<file path="src/rtl/hazard_fwd_unit.sv">
// Operand forwarding selects and load-use stall/bubble generation for a 5-stage pipeline.
// Outputs are combinational from this cycle's inputs; a load-use hazard holds PC/IF-ID for MEM_LAT cycles.
module hazard_fwd_unit #(
  parameter int ADDRESS_W = 5,
  parameter int NUM_RS    = 2,
  parameter int MEM_LAT   = 1,
  parameter int CNT_W     = 16
) (
  input  logic                        clk,
  input  logic                        rst_n,
  input  logic                        flush,
  input  logic [NUM_RS*ADDRESS_W-1:0] ifid_rs,
  input  logic [NUM_RS-1:0]           ifid_rs_used,
  input  logic [NUM_RS*ADDRESS_W-1:0] idex_rs,
  input  logic [ADDRESS_W-1:0]        idex_rd,
  input  logic                        idex_memread,
  input  logic [ADDRESS_W-1:0]        exmem_wa,
  input  logic                        exmem_regwrt,
  input  logic [ADDRESS_W-1:0]        memwb_wa,
  input  logic                        memwb_regwrt,
  output logic [NUM_RS*2-1:0]         fwdsrc,
  output logic                        stall,
  output logic                        idex_bubble,
  output logic [CNT_W-1:0]            stall_count
);

  localparam int CW = $clog2(MEM_LAT + 1);

  typedef enum logic {IDLE, STALL} state_t;

  state_t          state_q, state_d;
  logic [CW-1:0]   cnt_q, cnt_d;
  logic [CNT_W-1:0] stall_count_q, stall_count_d;
  logic            haz_hit;
  logic            haz;
  logic            stall_c;

  always_comb begin
    fwdsrc  = '0;
    haz_hit = 1'b0;
    for (int k = 0; k < NUM_RS; k++) begin
      // EX/MEM holds the youngest result, so it is tested first.
      if (exmem_regwrt && (exmem_wa != '0) &&
          (exmem_wa == idex_rs[k*ADDRESS_W +: ADDRESS_W])) begin
        fwdsrc[k*2 +: 2] = 2'b10;
      end else if (memwb_regwrt && (memwb_wa != '0) &&
                   (memwb_wa == idex_rs[k*ADDRESS_W +: ADDRESS_W])) begin
        fwdsrc[k*2 +: 2] = 2'b01;
      end
      if (ifid_rs_used[k] && (ifid_rs[k*ADDRESS_W +: ADDRESS_W] == idex_rd)) begin
        haz_hit = 1'b1;
      end
    end
    if (!rst_n) begin
      fwdsrc = '0;
    end
  end

  assign haz = idex_memread && (idex_rd != '0) && haz_hit;

  always_comb begin
    state_d = state_q;
    cnt_d   = cnt_q;
    stall_c = 1'b0;
    case (state_q)
      IDLE: begin
        if (haz && !flush) begin
          stall_c = 1'b1;
          if (MEM_LAT > 1) begin
            state_d = STALL;
            cnt_d   = CW'(MEM_LAT - 1);
          end
        end
      end
      STALL: begin
        // ID/EX already holds a bubble here, so haz is not consulted.
        if (flush) begin
          state_d = IDLE;
          cnt_d   = '0;
        end else begin
          stall_c = 1'b1;
          cnt_d   = cnt_q - CW'(1);
          if (cnt_q == CW'(1)) begin
            state_d = IDLE;
          end
        end
      end
      default: begin
        state_d = IDLE;
        cnt_d   = '0;
      end
    endcase
    if (!rst_n) begin
      stall_c = 1'b0;
    end
  end

  always_comb begin
    stall_count_d = stall_count_q;
    if (stall_c && (stall_count_q != {CNT_W{1'b1}})) begin
      stall_count_d = stall_count_q + CNT_W'(1);
    end
  end

  always_ff @(posedge clk) begin
    if (!rst_n) begin
      state_q       <= IDLE;
      cnt_q         <= '0;
      stall_count_q <= '0;
    end else begin
      state_q       <= state_d;
      cnt_q         <= cnt_d;
      stall_count_q <= stall_count_d;
    end
  end

  assign stall       = stall_c;
  assign idex_bubble = stall_c;
  assign stall_count = stall_count_q;

endmodule

</file>
<file path="config.mk">
export PLATFORM = sky130hd
export DESIGN_NAME = hazard_fwd_unit
export DESIGN_NICKNAME = d
export VERILOG_FILES = /design/src/rtl/hazard_fwd_unit.sv
export SDC_FILE = /design/constraint.sdc
export NUM_CORES = 1
export LEC_CHECK = 0
export CORE_MARGIN = 5
export CORE_UTILIZATION = 60
export CTS_BUF_LIST = sky130_fd_sc_hd__clkbuf_16
export DETAILED_ROUTE_END_ITERATION = 10
export DONT_BUFFER_PORTS = 1
export MAX_ROUTING_LAYER = met4
export PLACE_DENSITY = 0.74
export SLEW_MARGIN = 25
export SYNTH_ARGS = -nofsm -noshare
export SYNTH_HDL_FRONTEND = slang
export SYNTH_SLANG_ARGS = --single-unit
</file>
<file path="constraint.sdc">
create_clock -name clk -period 1.9 [get_ports clk]
set_input_delay 0.38 -clock clk [delete_from_list [all_inputs] [get_ports clk]]
set_output_delay 0.38 -clock clk [all_outputs]
set_load 0.005 [all_outputs]
</file>
* Word level (Yosys, flattened, before mapping) *
Cells that the tools add are included.

storage, ports and cells
  flip-flop bits (word level) = 18
  input port bits = 43
  output and inout port bits = 22
  word-level logic and storage cells = 44

operators by class
  add/sub/neg operators = 2
  eq/ne operators = 7
  mux-type cells = 13
  bitwise operators = 2
  reduce and logical (&&, ||, !) cells = 17

operators by type and width
  kind                                                             number
  5-bit == test                                                    6
  16-bit by 1-bit adder with 16-bit output, second input constant  1
  16-bit inequality test, second input constant                    1
  5-bit nonzero test                                               3
  1-bit logical AND                                                12
  1-bit two-way mux                                                9
  2-bit two-way mux                                                2
  4-bit two-way mux                                                1
  3-bit OR reduction                                               1
  1-bit NOT                                                        2
  1-bit case mux with 2 select lines                               1
  1-bit logical NOT                                                1
  1-bit subtractor, second input constant                          1

* Longest topological paths before layout *
Gate-level depths: netlist (run 1).

  depth after elaboration = 10
  depth in mapped cells = 8
  depth with buffers taken out = 6

* Least setup slack after synthesis (run 1) *
No wires, ideal clock.

  kind = in2out
  from = in exmem_wa[1]
  to = out fwdsrc[0]
  arrival time = 1.484 ns
  path slack = 0.036 ns
  stages = 4
  cell sequence = or4_1 o21ai_0 nor4_1 nor4_1

between the ends
  word-level cells in the longest chain between the ends = 5
  elaborated cells on any way between the ends = 6

ends and longest elaborated chain
  item                 line  RTL
  from (decl)          17    input logic [ADDRESS_W-1:0] exmem_wa,
  5-bit nonzero test   43    if (exmem_regwrt && (exmem_wa != '0) &&
  1-bit logical AND    43
  1-bit logical AND *  43
  2-bit two-way mux *  43
  4-bit two-way mux *  54    if (!rst_n) begin
  to (decl)            21    output logic [NUM_RS*2-1:0] fwdsrc,

Mark *: on every way between the ends. The rest lies on a longest branch, timed or not.

* Worst setup path after layout (run 1) *
  from = reg stall_count_q[4], in the netlist stall_count[4]
  to = reg stall_count_q[15], in the netlist stall_count[15]

between the ends
  word-level cells in the longest chain between the ends = 2
  elaborated cells on any way between the ends = 3

ends and longest elaborated chain
  item                                                                                              line  RTL
  from (decl)                                                                                       33    logic [CNT_W-1:0] stall_count_q, stall_count_d;
  from (signal assigned)                                                                            113   stall_count_q <= stall_count_d;
  parallel branches: the longest is 2 deep, another holds 16-bit by 1-bit adder with 16-bit output  n/a

Parallel ways; which one is timed is not known.
A chain may end at the register's enable or synchronous reset.

==> results_dict.tcl, run 1 <==
set metrics [dict create \
    holdWs_ns 0.252 \
    finish.net_count 237 \
    regToRegStartpoint "stall_count[4]" \
    clock-root-buffer "clkbuf_16" \
    ys.warnings.count 0 \
    postLayoutCoreUtil 0.765 \
    clock_sink_count 18 \
    drc 0 \
    syn_area_per_cell_um2 8.18 \
    hold_path.startpoint "rst_n" \
    bufs_on_longest_clock_path 2 \
    port_buffers 0 \
    floorplan.rows 17 \
    die_x_um 58.2 \
    worst_ep_arrival_time_ns 2.03 \
    antenna_found_initial 0 \
    max-cap-violations 0 \
    worst-endpoint-required_ns 2.08 \
    layout.filler_cells 151 \
    maxSlewViolCount 0 \
    synthArstFlopShare 0 \
    worst-r2r-setup-slack_ns 0.05 \
    cts.clk_slew.worst_paths_ns 0.05 \
    worst_pin_slew_ns 0.406 \
    fp.dieH_um 58.2 \
    dp.final_hpwl_um 3010 \
    total_power_uw 895 \
    crit_path_max_fanout 4 \
    timing.final.hold_violations 0 \
    avgViaCountPerCell 6.78 \
    detail_route.wirelength_um 4040 \
    gr-usage-all-layers 0.241 \
    crit_path_cell_trace "nand4_1, or4_4, or4_1, a21oi_1" \
    setup-tns-final_ns 0 \
    detailed_place.area_um2 1560 \
    outcome "completed" \
    placed_cells 214 \
    post_route_cells_drive_above_1_share 0.241 \
    antenna_cells_inserted 0 \
    synthDistinctLibCells 41 \
    slowest_cell_on_crit_path "or4_4" \
    syn_nets 214 \
    detailedRoute.firstIterationViolations 112 \
    globalRoute.totalOverflow 0 \
    clkLatencyLatePin_ns 0.25 \
    maximum_number_of_pins_on_one_net_before_global_route_repair 23 \
    io_pins 65 \
    yosys_register_bits 18 \
    floorplan.initialDensity 0.629 \
    synth.yosys.seq_area_share 0.259 \
    crit_path_start_kind "flip-flop" \
    power.static_leakage_nw 0.555 \
    synthDominantAreaCellType "dfxtp_1" \
    final_antenna_net_count 0 \
    worst_clock_skew_ns 0.00203 \
    worstSetupPathType "flip-flop to flip-flop" \
    wl_per_cell_um 18.4 \
    syn_to_final_growth_pct 21.6 \
    routabilityCongestion 0.838 \
    fp.coreArea_um2 2210 \
    vias_in_the_first_global_route 1448 \
    r2r_end "stall_count[15]" \
    rsz0062_at_grt "yes" \
    timing.fmax_ghz 0.540 \
    dr_total_vias 1485 \
    min_path_cells 1 \
    vdd_drop_max_uv 421 \
    whs_endpoint "stall_count[7]" \
    tritoncts "yes" \
    drt_pre_antenna_iters 6 \
    power-per-cell-area_nw_per_um2 529 \
    count_of_flip_flops_with_a_built_in_enable_after_synthesis 0 \
    critPathTopFamily "simple AND/OR/NAND/NOR gates" \
    netlist_top_cells_area "dfxtp_1 (26%), xnor2_1 (10%), xor2_1 (8.8%), or4_1 (5.9%), nand3_1 (5.4%)" \
    hold_path_class "input port to flip-flop" \
    worst_slew_margin_relative_to_its_limit 0.727 \
    cp_buf_inv_count 0 \
    timing.final.crit_share 0.975 \
    die_area_um2 3380 \
    netlist_area_um2 1390 \
    netlist.area_leader.share 0.259 \
    layout_min_cycle_time_ns 1.85 \
    clock_tree.htree_level_count 1 \
    worst_setup_path_end_kind "flip-flop" \
    grt_first_pass_wirelength_um 6270 \
    detailedPlace.worstSlack_ns -0.122 \
    finalSetupViolations 0 \
    worst_r2r_path_depth 4 \
    slowest_delay_ns 0.53 \
    filler_free_cell_count_of_the_finished_design 219 \
    synthFlopType "dfxtp_1" \
    post-route-cell-area_um2 1690 \
    postSynthCellCount 170 \
    setup_slack_ns 0.0473 \
    numCtsBuffers 3 \
]
## metal layers
metal  vias up  share of wire  GRT usage
met5         -              0          -
met2       100           0.50      0.403
met1       671           0.36      0.259
met4         0          0.022      0.113
li1        698              -          -
met3        16           0.12     0.0735
## cell usage in the layout, fill, tap and decap left out, types with 4 or more instances in the layout
master	netlist	layout
nor2_1	7	7
nor3_1	4	4
a21oi_1	12	12
nand2_1	8	8
nand3_1	15	15
o31ai_1	7	7
nor4_1	7	4
buf_4	2	24
or4_1	11	9
xnor2_1	16	16
nand4_1	5	5
dfxtp_1	18	15
xor2_1	14	14
## registers in the layout (all words and copies together), names as in the netlist
signal,count
stall_count,16
state_q,1
cnt_q,1
## repair_timing
action                                  4_1_cts  5_1_grt
resized for setup                             3       10
hold buffers                                  0        0
gates cloned                                  1        0
pin swaps                                     4        3
setup buffers                                 1        0
endpoints found under the setup margin       11       14
## cell families (layout without fill, tap and decap cells)
| kind of cell | count (synthesis) | after routing | synth area share |
|---|---|---|---|
| simple gates | 75 | 76 | 0.320 |
| compound gates | 34 | 34 | 0.165 |
| fa+ha+maj | 1 | 1 | 0.00899 |
| xor+xnor | 30 | 30 | 0.189 |
| buf+inv | 9 | 29 | 0.0369 |
| mux | 3 | 3 | 0.0216 |
| flops | 18 | 18 | 0.259 |
## how the worst max path moves through the flow
stage | startpoint | slack (ns) | depth (start not counted) | end
2_1_floorplan | exmem_wa[1] | 0.04 | 4 | fwdsrc[0]
3_3_place_gp | exmem_wa[1] | -0.06 | 4 | fwdsrc[0]
3_5_place_dp | exmem_wa[1] | -0.12 | 4 | fwdsrc[2]
4_1_cts | stall_count[3] | 0.006 | 4 | stall_count[15]
5_1_grt | memwb_wa[2] | -0.009 | 4 | fwdsrc[2]
6_report | stall_count[4] | 0.05 | 4 | stall_count[15]
## area by class of cell
class / instances / area, um2 / share of cell area
Clock buffer: 3 / 75.1 / 0.0444
Inverter: 2 / 7.51 / 0.00444
Multi-Input combinational cell: 144 / 1030 / 0.609
Sequential cell: 18 / 364 / 0.215
Tap cell: 28 / 35.0 / 0.0207
Timing Repair Buffer: 24 / 180 / 0.107
## cell usage after synthesis (2+ instances only)
cell / instances
dfxtp_1: 18
xnor2_1: 16
nand3_1: 15
xor2_1: 14
a21oi_1: 12
or4_1: 11
nand2_1: 8
nor2_1: 7
nor4_1: 7
o31ai_1: 7
nand4_1: 5
nor3_1: 4
and2_1: 3
mux2i_1: 3
nand2b_1: 3
o41ai_1: 3
buf_2: 2
buf_4: 2
clkbuf_1: 2
inv_1: 2
nand2_2: 2
nand4b_1: 2
o211ai_1: 2
o21ai_0: 2
or3_1: 2
## worst register-to-register path, cell delays in order (launching register included)
cell and delay, ns:
dfxtp_1 0.38, nand4_1 0.21, or4_4 0.53, or4_1 0.51, a21oi_1 0.14
## power breakdown
part | total [mW] | switching, mW | leakage [nW] | internal, mW
registers | 0.378 | 0.000145 | 0.146 | 0.378
clock network | 0.413 | 0.136 | 0.0370 | 0.277
logic | 0.103 | 0.0500 | 0.372 | 0.0531
total | 0.895 | 0.187 | 0.555 | 0.708
(Power assumes the default switching activity.)
==> run 2, diff against run 1 <==
--- a/config.mk
+++ b/config.mk
@@ -6,12 +6,12 @@
 export NUM_CORES = 1
 export LEC_CHECK = 0
 export CORE_MARGIN = 5
-export CORE_UTILIZATION = 60
+export CORE_UTILIZATION = 35
 export CTS_BUF_LIST = sky130_fd_sc_hd__clkbuf_16
 export DETAILED_ROUTE_END_ITERATION = 10
 export DONT_BUFFER_PORTS = 1
 export MAX_ROUTING_LAYER = met4
-export PLACE_DENSITY = 0.74
+export PLACE_DENSITY = 0.47
 export SLEW_MARGIN = 25
 export SYNTH_ARGS = -nofsm -noshare
 export SYNTH_HDL_FRONTEND = slang
==> run 2 against run 1 <==
Net effect: setup slack lost 0.056 ns; largest cell class unchanged; hold slack gained 0.0044 ns; critical path type is now input port to output pin; routed wire length grew 5.7%; clock-buffer cell count is the same; the run now ends with setup timing left; utilization shrank 31 points.
==> results_dict.tcl, run 2 (synthesis results as in run 1) <==
set metrics [dict create \
    crit_path_cell_trace "or4_4, o21ai_2, nor4_2, nor4_2, buf_4" \
    clock-root-buffer "clkbuf_16" \
    die_area_um2 5340 \
    crit_path_start_kind "input port" \
    setup.worst_path.start "exmem_wa[1]" \
    regToRegStartpoint "stall_count[4]" \
    wl_per_cell_um 17.3 \
    cell_internal_pwr_uw 712 \
    fp.dieH_um 73.1 \
    clock_tree.htree_level_count 1 \
    dr_total_vias 1425 \
    p_clk_frac 0.457 \
    hold_buffers 0 \
    min_path_cells 1 \
    tritoncts "yes" \
    floorplan.rows 23 \
    maxSlewViolCount 0 \
    globalRoute.totalOverflow 0 \
    maximum_number_of_pins_on_one_net_before_global_route_repair 21 \
    finish.net_count 242 \
    gr-usage-all-layers 0.163 \
    port_buffers 0 \
    psw_uw 191 \
    timing.final.hold_violations 0 \
    combPwrFrac 0.124 \
    detail_route.wirelength_um 4270 \
    outcome "finished with violations" \
    timing.final.crit_share 1.00 \
    holdWs_ns 0.256 \
    setup-tns-final_ns -0.00855 \
    drt_pre_antenna_iters 4 \
    worst_slew_margin_relative_to_its_limit 0.688 \
    path_common_cell "nor4_2" \
    hold_path.startpoint "rst_n" \
    violations_in_the_final_reports "setup timing" \
    setup_slack_ns -0.00855 \
    routabilityCongestion 0.793 \
    power.static_leakage_nw 0.580 \
    worst-endpoint-required_ns 1.52 \
    worst-r2r-setup-slack_ns 0.03 \
    post-route-cell-area_um2 1770 \
    bufs_on_longest_clock_path 2 \
    cts.clk_slew.worst_paths_ns 0.05 \
    detailedRoute.firstIterationViolations 103 \
    numCtsBuffers 3 \
    slowest_cell_on_crit_path "or4_4" \
    worst_r2r_path_depth 4 \
    worst_setup_path_end_kind "output pin" \
    share_seq_of_total_power 0.419 \
    clkLatencyLatePin_ns 0.24 \
    clock_sink_count 18 \
    timing.fmax_ghz 0.524 \
    final_antenna_net_count 0 \
    power-per-cell-area_nw_per_um2 511 \
    crit_path_max_fanout 3 \
    layout_min_cycle_time_ns 1.91 \
    worst_clock_skew_ns 0.00325 \
    floorplan.initialDensity 0.355 \
    power.share.switching 0.211 \
    avgViaCountPerCell 5.79 \
    detailed_place.area_um2 1610 \
    mostFrequentLayoutCell "buf_4" \
    vias_in_the_first_global_route 1435 \
    fp.coreArea_um2 3910 \
    most_frequent_cells_in_the_layout "buf_4 (29), xnor2_1 (16), nand3_1 (15)" \
    hold_path_class "input port to flip-flop" \
    grt_first_pass_wirelength_um 6780 \
    syn_to_final_growth_pct 26.9 \
    worst_pin_slew_ns 0.468 \
    die_x_um 73.1 \
    antenna_found_initial 0 \
    slowest_delay_ns 0.52 \
    vdd_drop_max_uv 270 \
    worst_ep_arrival_time_ns 1.53 \
    io_pins 65 \
    worstSetupPathType "input port to output pin" \
    finalSetupViolations 1 \
    rsz0062_at_grt "yes" \
    post_route_cells_drive_above_1_share 0.276 \
    r2r_end "stall_count[15]" \
    postLayoutCoreUtil 0.451 \
    antenna_cells_inserted 0 \
    whs_endpoint "stall_count[7]" \
    max-cap-violations 0 \
    max_reg_flops 16 \
    drc 0 \
    dp.final_hpwl_um 3260 \
]
## run 2: cell types whose count changed in the layout (fill, tap and decap cells not counted)
| cell | change |
|---|---|
| a21oi_1 | -1 |
| dfxtp_2 | +1 |
| dfxtp_1 | -1 |
| buf_4 | +5 |
| or4_1 | -1 |
| or4_4 | +1 |
| a21oi_2 | +1 |
## run 2: power groups by stage
stage,logic (mW),clock network (mW),registers (mW)
2_1_floorplan,0.0839,0,0.386
3_3_place_gp,0.0979,0,0.386
3_5_place_dp,0.100,0,0.386
4_1_cts,0.105,0.422,0.378
5_1_grt,0.123,0.437,0.378
6_report,0.112,0.412,0.378
## run 2: how the worst max path moves through the flow
stage / end / slack (ns) / cells after the start
global placement: fwdsrc[0] / -0.11 / 5
detailed placement: fwdsrc[2] / -0.18 / 5
global route: stall_count[15] / -0.08 / 4
finish: fwdsrc[2] / -0.009 / 5
CTS: fwdsrc[2] / 0.02 / 4
floorplan: fwdsrc[0] / 0.04 / 4
## run 2: repair_timing
item                                    CTS  global route
buffers inserted                          0             2
pin swaps                                 5             4
endpoints found under the hold margin     0             0
endpoints found under the setup margin    3             8
gates resized for setup                   4            12
cloned                                    1             0
## run 2: per-layer routing
metal / share of wire / GRT usage / vias up
met5: 0 / - / -
met4: 0.0094 / 0.0369 / 0
met3: 0.064 / 0.0427 / 4
met2: 0.52 / 0.285 / 44
met1: 0.41 / 0.186 / 676
li1: - / - / 701
## run 2: cell type report
| type | count | area (um2) |
|---|---|---|
| Fill cell | 424 | 2150 |
| Multi-Input combinational cell | 144 | 1040 |
| Clock buffer | 3 | 75.1 |
| Tap cell | 50 | 62.6 |
| Timing Repair Buffer | 29 | 218 |
| Inverter | 2 | 7.51 |
| Sequential cell | 18 | 365 |
## run 2: per-stage QoR
step | worst slack (ns) | cells | total power [mW]
5_1_grt | -0.0848 | 246 | 0.938
4_1_cts | 0.0176 | 244 | 0.905
3_5_place_dp | -0.178 | 240 | 0.487
2_1_floorplan | 0.0359 | 170 | 0.470
6_report | -0.00855 | 246 | 0.903
3_3_place_gp | -0.108 | 240 | 0.484
## run 2: worst max-delay path: cells and delay by family
kind / cells / cell delay [ns]
and+or+nand+nor: 3 / 0.78
buffers and inverters: 1 / 0.16
AOI/OAI and AO/OA: 1 / 0.20
